$ cat config.mk
export PLATFORM = sky130hd
export DESIGN_NAME = dmem_arbiter_flat
export DESIGN_NICKNAME = d
export VERILOG_FILES = /design/src/rtl/dmem_arbiter_if.sv /design/src/rtl/dmem_arbiter.sv /design/src/flat_wrapper.sv
export SDC_FILE = /design/constraint.sdc
export NUM_CORES = 1
export LEC_CHECK = 0
export CORE_MARGIN = 2
export CORE_UTILIZATION = 43
export DETAILED_ROUTE_END_ITERATION = 10
export GPL_ROUTABILITY_DRIVEN = 0
export PLACE_DENSITY = 0.92
export SLEW_MARGIN = 20
export SYNTH_ARGS = -nofsm -noshare
export SYNTH_HDL_FRONTEND = slang
export SYNTH_SLANG_ARGS = --single-unit
$ cat constraint.sdc
create_clock -name clk -period 11.2 [get_ports clk]
set_clock_uncertainty 0.05 [all_clocks]
set_input_delay 1.12 -clock clk [delete_from_list [all_inputs] [get_ports clk]]
set_output_delay 1.12 -clock clk [all_outputs]
set_load 0.05 [all_outputs]
$ cat src/rtl/dmem_arbiter_if.sv
// Request/response and data_mem bus bundle for dmem_arbiter.
// slave = arbiter view; master = requesters plus data_mem view.
interface dmem_arbiter_if #(
  parameter int ADDR_W = 32,
  parameter int DATA_W = 32
);
  logic              r0_req;
  logic              r0_we;
  logic [ADDR_W-1:0] r0_addr;
  logic [DATA_W-1:0] r0_wdata;
  logic [3:0]        r0_sign_mask;
  logic              r1_req;
  logic              r1_we;
  logic [ADDR_W-1:0] r1_addr;
  logic [DATA_W-1:0] r1_wdata;
  logic [3:0]        r1_sign_mask;
  logic              r0_ack;
  logic              r1_ack;
  logic [DATA_W-1:0] rsp_rdata;
  logic              rsp_err;
  logic              busy;
  logic [ADDR_W-1:0] mem_addr;
  logic [DATA_W-1:0] mem_wdata;
  logic              mem_memread;
  logic              mem_memwrite;
  logic [3:0]        mem_sign_mask;
  logic [DATA_W-1:0] mem_read_data;
  logic              mem_clk_stall;

  modport slave (
    input  r0_req, r0_we, r0_addr, r0_wdata, r0_sign_mask,
    input  r1_req, r1_we, r1_addr, r1_wdata, r1_sign_mask,
    input  mem_read_data, mem_clk_stall,
    output r0_ack, r1_ack, rsp_rdata, rsp_err, busy,
    output mem_addr, mem_wdata, mem_memread, mem_memwrite, mem_sign_mask
  );

  modport master (
    output r0_req, r0_we, r0_addr, r0_wdata, r0_sign_mask,
    output r1_req, r1_we, r1_addr, r1_wdata, r1_sign_mask,
    output mem_read_data, mem_clk_stall,
    input  r0_ack, r1_ack, rsp_rdata, rsp_err, busy,
    input  mem_addr, mem_wdata, mem_memread, mem_memwrite, mem_sign_mask
  );
endinterface

$ cat src/rtl/dmem_arbiter.sv
// Round-robin two-port arbiter/sequencer in front of data_mem: turns level req/ack
// handshakes into single-cycle memory strobes, waits out clk_stall with a timeout.
module dmem_arbiter #(
  parameter int ADDR_W    = 32,
  parameter int DATA_W    = 32,
  parameter int MAX_STALL = 64
) (
  input logic          clk,
  input logic          reset,
  dmem_arbiter_if.slave bus
);
  localparam int CNT_W = $clog2(MAX_STALL) + 1;
  localparam logic [CNT_W-1:0] CNT_LAST = CNT_W'(MAX_STALL - 1);

  localparam logic [1:0] S_IDLE  = 2'd0;
  localparam logic [1:0] S_ISSUE = 2'd1;
  localparam logic [1:0] S_WAIT  = 2'd2;
  localparam logic [1:0] S_RESP  = 2'd3;

  logic [1:0]        state_q, state_d;
  logic              grant_q, grant_d;
  logic              last_grant_q, last_grant_d;
  logic              we_q, we_d;
  logic [CNT_W-1:0]  stall_cnt_q, stall_cnt_d;
  logic [ADDR_W-1:0] addr_q, addr_d;
  logic [DATA_W-1:0] wdata_q, wdata_d;
  logic [3:0]        mask_q, mask_d;
  logic              rd_q, rd_d;
  logic              wr_q, wr_d;
  logic              ack0_q, ack0_d;
  logic              ack1_q, ack1_d;
  logic [DATA_W-1:0] rdata_q, rdata_d;
  logic              err_q, err_d;
  logic              busy_q, busy_d;
  logic              pick;

  // Lone requester wins outright; contention alternates away from the last winner.
  assign pick = (bus.r0_req && bus.r1_req) ? ~last_grant_q : bus.r1_req;

  always_comb begin
    state_d      = state_q;
    grant_d      = grant_q;
    last_grant_d = last_grant_q;
    we_d         = we_q;
    stall_cnt_d  = stall_cnt_q;
    addr_d       = addr_q;
    wdata_d      = wdata_q;
    mask_d       = mask_q;
    rd_d         = 1'b0;
    wr_d         = 1'b0;
    ack0_d       = 1'b0;
    ack1_d       = 1'b0;
    rdata_d      = rdata_q;
    err_d        = err_q;
    busy_d       = busy_q;
    case (state_q)
      S_IDLE: begin
        if (bus.r0_req || bus.r1_req) begin
          grant_d = pick;
          we_d    = pick ? bus.r1_we        : bus.r0_we;
          addr_d  = pick ? bus.r1_addr      : bus.r0_addr;
          wdata_d = pick ? bus.r1_wdata     : bus.r0_wdata;
          mask_d  = pick ? bus.r1_sign_mask : bus.r0_sign_mask;
          rd_d    = pick ? ~bus.r1_we       : ~bus.r0_we;
          wr_d    = pick ? bus.r1_we        : bus.r0_we;
          busy_d  = 1'b1;
          state_d = S_ISSUE;
        end
      end
      S_ISSUE: begin
        stall_cnt_d = '0;
        state_d     = S_WAIT;
      end
      S_WAIT: begin
        if (!bus.mem_clk_stall) begin
          if (!we_q) rdata_d = bus.mem_read_data;
          err_d   = 1'b0;
          ack0_d  = ~grant_q;
          ack1_d  = grant_q;
          state_d = S_RESP;
        end else if (stall_cnt_q == CNT_LAST) begin
          rdata_d = '0;
          err_d   = 1'b1;
          ack0_d  = ~grant_q;
          ack1_d  = grant_q;
          state_d = S_RESP;
        end else if (stall_cnt_q < CNT_LAST) begin
          stall_cnt_d = stall_cnt_q + CNT_W'(1);
        end
      end
      S_RESP: begin
        last_grant_d = grant_q;
        busy_d       = 1'b0;
        state_d      = S_IDLE;
      end
      default: state_d = S_IDLE;
    endcase
  end

  always_ff @(posedge clk or posedge reset) begin
    if (reset) begin
      state_q      <= S_IDLE;
      grant_q      <= 1'b0;
      last_grant_q <= 1'b1;
      we_q         <= 1'b0;
      stall_cnt_q  <= '0;
      addr_q       <= '0;
      wdata_q      <= '0;
      mask_q       <= '0;
      rd_q         <= 1'b0;
      wr_q         <= 1'b0;
      ack0_q       <= 1'b0;
      ack1_q       <= 1'b0;
      rdata_q      <= '0;
      err_q        <= 1'b0;
      busy_q       <= 1'b0;
    end else begin
      state_q      <= state_d;
      grant_q      <= grant_d;
      last_grant_q <= last_grant_d;
      we_q         <= we_d;
      stall_cnt_q  <= stall_cnt_d;
      addr_q       <= addr_d;
      wdata_q      <= wdata_d;
      mask_q       <= mask_d;
      rd_q         <= rd_d;
      wr_q         <= wr_d;
      ack0_q       <= ack0_d;
      ack1_q       <= ack1_d;
      rdata_q      <= rdata_d;
      err_q        <= err_d;
      busy_q       <= busy_d;
    end
  end

  assign bus.r0_ack        = ack0_q;
  assign bus.r1_ack        = ack1_q;
  assign bus.rsp_rdata     = rdata_q;
  assign bus.rsp_err       = err_q;
  assign bus.busy          = busy_q;
  assign bus.mem_addr      = addr_q;
  assign bus.mem_wdata     = wdata_q;
  assign bus.mem_memread   = rd_q;
  assign bus.mem_memwrite  = wr_q;
  assign bus.mem_sign_mask = mask_q;
endmodule
$ cat src/flat_wrapper.sv
// flat-port wrapper written by rule: the top's interface ports become plain ports
module dmem_arbiter_flat 
#(
  parameter int ADDR_W    = 32,
  parameter int DATA_W    = 32,
  parameter int MAX_STALL = 64
)
  (clk, reset, bus_r0_req, bus_r0_we, bus_r0_addr, bus_r0_wdata, bus_r0_sign_mask, bus_r1_req, bus_r1_we, bus_r1_addr, bus_r1_wdata, bus_r1_sign_mask, bus_mem_read_data, bus_mem_clk_stall, bus_r0_ack, bus_r1_ack, bus_rsp_rdata, bus_rsp_err, bus_busy, bus_mem_addr, bus_mem_wdata, bus_mem_memread, bus_mem_memwrite, bus_mem_sign_mask);
  dmem_arbiter_if #(.ADDR_W(ADDR_W), .DATA_W(DATA_W)) bus_i ();
  input logic clk;
  input logic reset;
  input wire logic [$bits(bus_i.r0_req)-1:0] bus_r0_req;
  input wire logic [$bits(bus_i.r0_we)-1:0] bus_r0_we;
  input wire logic [$bits(bus_i.r0_addr)-1:0] bus_r0_addr;
  input wire logic [$bits(bus_i.r0_wdata)-1:0] bus_r0_wdata;
  input wire logic [$bits(bus_i.r0_sign_mask)-1:0] bus_r0_sign_mask;
  input wire logic [$bits(bus_i.r1_req)-1:0] bus_r1_req;
  input wire logic [$bits(bus_i.r1_we)-1:0] bus_r1_we;
  input wire logic [$bits(bus_i.r1_addr)-1:0] bus_r1_addr;
  input wire logic [$bits(bus_i.r1_wdata)-1:0] bus_r1_wdata;
  input wire logic [$bits(bus_i.r1_sign_mask)-1:0] bus_r1_sign_mask;
  input wire logic [$bits(bus_i.mem_read_data)-1:0] bus_mem_read_data;
  input wire logic [$bits(bus_i.mem_clk_stall)-1:0] bus_mem_clk_stall;
  output wire logic [$bits(bus_i.r0_ack)-1:0] bus_r0_ack;
  output wire logic [$bits(bus_i.r1_ack)-1:0] bus_r1_ack;
  output wire logic [$bits(bus_i.rsp_rdata)-1:0] bus_rsp_rdata;
  output wire logic [$bits(bus_i.rsp_err)-1:0] bus_rsp_err;
  output wire logic [$bits(bus_i.busy)-1:0] bus_busy;
  output wire logic [$bits(bus_i.mem_addr)-1:0] bus_mem_addr;
  output wire logic [$bits(bus_i.mem_wdata)-1:0] bus_mem_wdata;
  output wire logic [$bits(bus_i.mem_memread)-1:0] bus_mem_memread;
  output wire logic [$bits(bus_i.mem_memwrite)-1:0] bus_mem_memwrite;
  output wire logic [$bits(bus_i.mem_sign_mask)-1:0] bus_mem_sign_mask;
  assign bus_i.r0_req = bus_r0_req;
  assign bus_i.r0_we = bus_r0_we;
  assign bus_i.r0_addr = bus_r0_addr;
  assign bus_i.r0_wdata = bus_r0_wdata;
  assign bus_i.r0_sign_mask = bus_r0_sign_mask;
  assign bus_i.r1_req = bus_r1_req;
  assign bus_i.r1_we = bus_r1_we;
  assign bus_i.r1_addr = bus_r1_addr;
  assign bus_i.r1_wdata = bus_r1_wdata;
  assign bus_i.r1_sign_mask = bus_r1_sign_mask;
  assign bus_i.mem_read_data = bus_mem_read_data;
  assign bus_i.mem_clk_stall = bus_mem_clk_stall;
  assign bus_r0_ack = bus_i.r0_ack;
  assign bus_r1_ack = bus_i.r1_ack;
  assign bus_rsp_rdata = bus_i.rsp_rdata;
  assign bus_rsp_err = bus_i.rsp_err;
  assign bus_busy = bus_i.busy;
  assign bus_mem_addr = bus_i.mem_addr;
  assign bus_mem_wdata = bus_i.mem_wdata;
  assign bus_mem_memread = bus_i.mem_memread;
  assign bus_mem_memwrite = bus_i.mem_memwrite;
  assign bus_mem_sign_mask = bus_i.mem_sign_mask;
  dmem_arbiter #(.ADDR_W(ADDR_W), .DATA_W(DATA_W), .MAX_STALL(MAX_STALL)) u_core (.clk(clk), .reset(reset), .bus(bus_i));
endmodule
==> out/summary.txt, run 1 <==
ys async rst share = 100%
TritonCTS buffer count = 17
WS Path Type = in -> reg
LEAKAGE = 3.82 nW
clock buffer depth = 2
fraction of layout cells with a size suffix above 1 = 5.71%
Slew Limit Headroom = 32.5%
fin nets = 973
vias in the first global route = 5084
syn nets = 701
critical hold path startpoint = u_core.bus.mem_wdata[3]
CP max FO = 48
r2r startpoint = u_core.last_grant_q
post-synthesis cell area = 5310 sq um
CTS tree = built
Antenna diodes = 0
RSZ-0062 raised after global routing = no
Chip Width = 115 um
Routed WL per cell = 17.0 um
TNS Setup = 0 ns
Mapped Cells = 520
fin util = 72.9%
min Tclk post-route = 3.59 ns
commonest non-fill, non-tap cell in the layout = clkdlybuf4s50_1
DR vias = 4888
status = finished, final reports clean
most frequent cells in the layout = 280 x clkdlybuf4s50_1, 138 x nand2_1, 117 x dfrtp_1, 91 x o21ai_0, 69 x mux2i_1
CP Launch Point = bus_r1_req
Placed Area = 8150 sq um
power density cells = 310 nW/um^2
# IOs = 281
Synth Register Bits = 118
WP data required = 11.38 ns
Max Slew Vio Count = 0
DRC violations left = 0
area of the die = 13300 sq um
Ys Warns = 0
Avg Cell Area, Syn = 10.2 sq um
final hold violation count = 0
Post-synth EDFFs = 0
antenna-violating nets left = 0
total track usage = 24.4%
Post-synth top flop = dfrtp_1
Synth-to-Final Area Change = 65.0%
Final Instance Area = 8760 sq um
clock slew at reported path FFs = 0.06 ns
arrival time worst endpoint = 3.77 ns
dpl hpwl = 11.8 mm
Max Clk Rate = 278 MHz
max_cap viols = 0
post-CTS sizing = 0
initial core utilization = 44.2%
clk sinks = 118
CP Capture Type = register
postcts setup bufs = 0
CP startpoint kind = input pin
drt pass-1 iters = 5
Total Wirelength = 16.2 mm
largest net degree at the start of global routing = 120
Skew-Pair Late Insertion Delay = 0.40 ns
Synth cell types = 37
final hold slack = 0.428 ns
hold_buf cts = 0
antenna violations before repair = 0
placed cell count = 919
Die Y = 115 um
worst setup margin = 7.61 ns
Place WS = 7.19 ns
grt ovf = 0
IO buf count = 280
H-tree depth = 4
global-route wire length before repair = 25.1 mm
worst vdd ir = 0.188 mV
final setup vio count = 0
fin crit share = 32.1%
Worst-Margin Slew = 1.01 ns
Total Power = 2.72 mW
final std cells w/o fill = 952
Initial DRC Count = 373
number of fillers in the final layout = 844
clock root cell = clkbuf_16
core area = 12000 sq um
Worst Hold Class = reg -> reg
sequential fraction of the synthesis area = 55.6%
post-DR vias/cell = 5.13
# rows = 40
==> report_power, final <==
group          total, mW  internal, mW  switching (mW)
Clock              0.546         0.342           0.204
Sequential         0.738         0.620           0.118
Combinational       1.43         0.477           0.956
Total               2.72          1.44            1.28
==> logic make-up (layout without fill, tap and decap cells) <==
logic type | count (synthesis) | in the layout | synth area share, %
simple gates | 163 | 163 | 12.6
xor+xnor | 1 | 1 | 0.165
compound gates | 121 | 121 | 12.1
fa+ha+maj | 6 | 6 | 1.41
flops | 118 | 118 | 55.6
buf+inv | 40 | 325 | 4.67
mux | 71 | 71 | 13.4
==> area by class of cell <==
type	count	area, sq um	share of cell area (%)
Sequential cell	118	2950	33.7
Timing Repair Buffer	286	2860	32.7
Multi-Input combinational cell	362	2130	24.4
Clock buffer	19	453	5.17
Clock inverter	13	145	1.66
Inverter	7	28.8	0.328
Tap cell	147	184	2.10
==> flip-flops by register name, indices dropped and copies added, names as in the netlist, 2 cells and up <==
signal                    cells
u_core.stall_cnt_q            7
u_core.bus.mem_addr          32
u_core.state_q                2
u_core.bus.rsp_rdata         32
u_core.bus.mem_sign_mask      4
u_core.bus.mem_wdata         32
==> critical path, stage by stage <==
cell and delay, ns:
clkdlybuf4s50_1 0.56, a21boi_4 0.84, buf_4 0.78, mux2i_1 0.30, o21ai_0 0.12
==> cell usage after synthesis (2+ instances only) <==
library cell	instances	area share, %
o311ai_0	2	0.33
buf_12	2	0.75
inv_1	7	0.50
and2_1	2	0.24
nand3b_1	2	0.28
dfrtp_1	117	55
mux2i_1	69	13
clkbuf_1	7	0.50
nand3_1	5	0.47
nand2_1	138	9.8
buf_2	10	0.94
a21oi_1	3	0.28
buf_6	3	0.64
a21o_1	2	0.28
o21ai_1	15	1.4
a22o_1	2	0.33
nor2_1	9	0.64
buf_4	7	0.99
o21ai_0	92	8.7
clkbuf_2	3	0.28
ha_1	6	1.4
o31ai_1	2	0.28
==> layer usage <==
| metal | GRT usage [%] | routed length, um | part of all wire, % | up-vias |
|---|---|---|---|---|
| met2 | 43.9 | 8310 | 51 | 261 |
| li1 | - | - | - | 2311 |
| met1 | 27.3 | 6110 | 38 | 2280 |
| met3 | 6.11 | 1250 | 7.7 | 36 |
| met5 | 0 | 0 | 0 | - |
| met4 | 11.2 | 495 | 3.1 | 0 |
==> worst paths after layout <==
path | cells past startpoint | slack (ns) | endpoint
max | 5 | 7.61 | u_core.bus.mem_wdata[30]
min | 2 | 0.43 | u_core.bus.mem_wdata[3]
max reg2reg | 4 | 8.55 | u_core.bus.mem_wdata[30]
min reg2reg | 2 | 0.43 | u_core.bus.mem_wdata[3]
max in group asynchronous | 3 | 8.94 | u_core.stall_cnt_q[0]
min in group asynchronous | 2 | 1.03 | u_core.bus.rsp_rdata[7]
(Power assumes the default switching activity.)
==> run 2, diff against run 1 <==
- CORE_UTILIZATION: 43 -> 36
- PLACE_DENSITY: 0.92 -> 0.82
- clock period: 11.2 -> 3.24 ns (I/O delays scaled with it)
==> run 2 against run 1 <==
Register-to-register slack got worse by 7.3 ns. Worst setup slack worse by 6.4 ns. Combinational power rose to 3.4 times the previous value. Cell area increased by 1.4%. Count of clock-buffer cells in the layout unchanged. Via count fell by 3.8%. Critical path type is now reg -> reg.
==> out/summary.txt, run 2 (synthesis gave the netlist of run 1 again) <==
RSZ-0062 raised after global routing = no
final hold violation count = 0
IO buf count = 280
final hold slack = 0.309 ns
fin crit share = 62.0%
dpl hpwl = 11.6 mm
grt ovf = 0
Total Wirelength = 15.7 mm
DR vias = 4700
total track usage = 20.6%
WP data required = 3.47 ns
Slew Limit Headroom = 48.5%
clock slew at reported path FFs = 0.06 ns
CTS tree = built
area of the die = 15700 sq um
drt pass-1 iters = 4
largest net degree at the start of global routing = 89
crit path cell chain = inv_1, ha_1, nand2_1, nor4_4, buf_4, o21ai_0
postcts setup bufs = 0
final std cells w/o fill = 993
Synth-to-Final Area Change = 67.3%
fin util = 61.4%
Routed WL per cell = 15.8 um
WP buf/inv = 2
Antenna diodes = 0
kind of cell adding the most delay to the critical path = buffers and inverters
# rows = 44
fin nets = 977
power density cells = 1060 nW/um^2
TritonCTS buffer count = 17
CP Capture Type = register
Chip Width = 125 um
fraction of layout cells with a size suffix above 1 = 6.18%
WS Path Type = reg -> reg
initial core utilization = 36.7%
Die Y = 125 um
CP Launch Point = u_core.state_q[0]
setup slack, reg-to-reg = 1.23 ns
r2r startpoint = u_core.state_q[0]
# IOs = 281
Max Clk Rate = 498 MHz
min Tclk post-route = 2.01 ns
arrival time worst endpoint = 2.24 ns
H-tree depth = 4
max_cap viols = 0
register area = 2950 sq um
Skew-Pair Late Insertion Delay = 0.41 ns
antenna violations before repair = 0
TNS Setup = 0 ns
status = finished, final reports clean
most frequent cells in the layout = 280 x clkdlybuf4s50_1, 138 x nand2_1, 117 x dfrtp_1, 91 x o21ai_0, 69 x mux2i_1
core area = 14500 sq um
number of fillers in the final layout = 1220
Crit path largest cell delay = 0.41 ns
hold_buf cts = 0
worst vdd ir = 0.645 mV
DRC violations left = 0
Max Slew Vio Count = 0
global-route wire length before repair = 25.7 mm
CP max FO = 30
Total Power = 9.45 mW
worst-case reg-to-reg path depth = 6
Crit-path slowest cell = dfrtp_1
post-CTS sizing = 0
clock buffer depth = 2
antenna-violating nets left = 0
CP startpoint kind = register
commonest non-fill, non-tap cell in the layout = clkdlybuf4s50_1
worst reg2reg path endpoint = u_core.bus.rsp_rdata[14]
Worst-Margin Slew = 0.773 ns
Worst Hold Class = in -> async
final setup vio count = 0
LEAKAGE = 3.86 nW
post-DR vias/cell = 4.73
placed cell count = 961
clock root cell = clkbuf_16
footprint of the multi-input gates = 2130 sq um
clk sinks = 118
Initial DRC Count = 241
vias in the first global route = 4820
-- run 2: changes by cell type in the layout (fill, tap and decap cells not counted), moves of 2 or more --
cell and change:
buf_12 +2, buf_4 +5, buf_6 -2, bufinv_16 +2, clkinv_2 +2, clkinvlp_4 +2
inv_6 -4
-- run 2: worst max-delay path by stage --
stage                          endpoint  slack [ns]  cells after the start
6_report       u_core.bus.rsp_rdata[14]        1.23                      6
2_1_floorplan           u_core.bus.busy        1.43                      1
5_1_grt        u_core.bus.rsp_rdata[14]        1.02                      6
3_3_place_gp   u_core.bus.mem_wdata[18]        0.94                      5
3_5_place_dp   u_core.bus.mem_wdata[18]        0.90                      5
4_1_cts        u_core.bus.rsp_rdata[14]        1.20                      6
-- run 2: cell type report --
cell class	count	area share (%)
timing repair buffer	290	32.7
clock buffer	19	5.10
clock inverter	13	2.01
sequential	118	33.3
multi-input combinational	362	24.0
inverter	7	0.338
tap	184	2.59
-- run 2: report_power, final --
part	leakage [nW]	switching (mW)	internal, mW
combinational	2.08	3.27	1.66
sequential	1.48	0.382	2.14
clock	0.301	0.675	1.32
-- run 2: worst reg2reg max path, delay by kind of cell (launching register included) --
family | cells | cell delay (ns)
adder cells (fa/ha/maj) | 1 | 0.38
flip-flops | 1 | 0.41
AND/OR/NAND/NOR | 2 | 0.42
buffers and inverters | 2 | 0.44
AO/OA/AOI/OAI | 1 | 0.18
-- run 2: metrics by stage --
step	area, sq um	setup WS [ns]
4_1_cts	8880	1.20
3_3_place_gp	8250	0.942
6_report	8880	1.23
3_5_place_dp	8250	0.897
5_1_grt	8880	1.02
2_1_floorplan	5310	1.43
-- run 2: routing by layer --
metal | wire length [um] | vias up | global-route usage, %
li1 | - | 2317 | -
met1 | 6560 | 2192 | 25.4
met3 | 963 | 25 | 6.50
met4 | 289 | 0 | 6.80
met2 | 7870 | 166 | 34.4
met5 | 0 | - | 0
==> run 3, diff against run 2 <==
- clock period: 3.24 -> 1.7 ns (I/O delays scaled with it)
==> run 3 against run 2 <==
Combinational power is 90% higher. Final cell count is 2.5% higher. Global-route usage fell by 0.20 points. Sequential share of layout area shrank 0.39 points. Non-clock buffer count rose by 25. Cell area up 1.2%. Die area is the same. Sequential power increased by 90%. Critical path depth up 1. Critical path type unchanged. Highest routed layer unchanged.
==> out/summary.txt, run 3 (synthesis gave the netlist of run 1 again) <==
Skew-Pair Late Insertion Delay = 0.40 ns
clock buffer depth = 2
Synth-to-Final Area Change = 69.3%
Die Y = 125 um
number of fillers in the final layout = 1223
post-DR vias/cell = 4.76
antenna violations before repair = 0
commonest non-fill, non-tap cell in the layout = clkdlybuf4s50_1
Max Clk Rate = 609 MHz
initial core utilization = 36.7%
final hold slack = 0.190 ns
clock root cell = clkbuf_16
grt ovf = 0
largest net degree at the start of global routing = 81
DRC violations left = 0
routed wl met3 = 908 um
Worst-Margin Slew = 0.497 ns
RSZ-0062 raised after global routing = yes
Total Wirelength = 15.9 mm
Initial DRC Count = 217
Routed WL per cell = 15.6 um
fraction of layout cells with a size suffix above 1 = 20.7%
CTS tree = built
final hold violation count = 0
Worst Hold Class = in -> async
Antenna diodes = 0
length of routed wiring on met1 = 6.60 mm
clock slew at reported path FFs = 0.06 ns
# IOs = 281
LEAKAGE = 4.19 nW
drt pass-1 iters = 4
CP Capture Type = register
WS Path Type = reg -> reg
status = finished, final reports clean
fin crit share = 96.6%
H-tree depth = 4
total track usage = 20.4%
min Tclk post-route = 1.64 ns
vias in the first global route = 5030
Slew Limit Headroom = 67.0%
max_cap viols = 0
uppermost layer routed = met4
worst setup margin = 0.0570 ns
IO buf count = 280
Final Instance Area = 8990 sq um
TNS Setup = 0 ns
CP max FO = 7
Chip Width = 125 um
final setup vio count = 0
global-route wire length before repair = 25.7 mm
TritonCTS buffer count = 17
power density cells = 1970 nW/um^2
Place WS = -0.0750 ns
Max Slew Vio Count = 0
# rows = 44
clk sinks = 118
antenna-violating nets left = 0
most frequent cells in the layout = 174 x clkdlybuf4s50_1, 137 x nand2_1, 117 x dfrtp_1, 112 x buf_4, 82 x o21ai_0
Placed Area = 8290 sq um
CP startpoint kind = register
core area = 14500 sq um
area of the die = 15700 sq um
worst vdd ir = 0.978 mV
arrival time worst endpoint = 1.88 ns
dpl hpwl = 11.8 mm
fin nets = 1002
met2 routed WL = 7.86 mm
WP data required = 1.93 ns
DR vias = 4846
==> run 3: cell types whose count changed in the layout (fill, tap and decap cells not counted), sizes merged, moves of 3 or more <==
| cell | change |
|---|---|
| buf | +116 |
| clkdlybuf4s50 | -106 |
| dlygate4sd2 | +13 |
| clkinv | +3 |
==> run 3: metrics by stage <==
stage	instances	power [mW]	util (%)
after floorplan	520	10.9	-
after global placement	979	14.1	57.3
after detailed placement	979	14.3	57.3
after CTS	1014	17.8	61.6
after global routing	1018	18.7	62.1
final	1018	17.7	62.1
==> run 3: critical path: stages (launching register included) <==
cell       delay, ns
dfrtp_1         0.38
inv_2           0.09
ha_4            0.17
nand2_4         0.07
nor4_4          0.32
buf_4           0.20
clkbuf_16       0.15
o21ai_1         0.07
==> run 3: timing repair <==
item                       in CTS  in global routing
resized for setup              18                 12
hold buffers                    0                  0
setup endpoints to repair      30                 32
gates cloned                    1                  1
buffers inserted                2                  3
pin swaps                       2                  1
==> run 3: routing by layer <==
metal	up-vias	GRT usage (%)
met5	-	0
met3	35	4.88
met4	0	8.56
met2	187	34.6
met1	2255	25.0
li1	2369	-
==> run 3: path summary, 6_finish.rpt <==
check | startpoint | end | slack (ns) | cells after the start
min in group clk | bus_mem_read_data[19] | u_core.bus.rsp_rdata[19] | 0.26 | 3
max reg2reg | u_core.state_q[0] | u_core.bus.rsp_rdata[24] | 0.06 | 7
max | u_core.state_q[0] | u_core.bus.rsp_rdata[24] | 0.06 | 7
min reg2reg | u_core.bus.mem_addr[20] | u_core.bus.mem_addr[20] | 0.43 | 2
max in group asynchronous | reset | u_core.last_grant_q | 1.05 | 3
min | reset | u_core.bus.mem_addr[8] | 0.19 | 3
==> run 3: cell type report <==
class,instances,area (sq um),share of cell area (%)
clock buffers,17,425,4.73
clock inverters,15,161,1.80
repair buffers,315,3030,33.7
multi-input cells,362,2160,24.1
flip-flops and latches,118,2950,32.9
well taps,184,230,2.56
inverters,7,30.0,0.334
==> run 3: where the power goes <==
part	internal (mW)	switching [mW]	leakage, nW
logic	3.03	6.35	2.43
registers	4.08	0.729	1.48
clock network	2.28	1.27	0.288
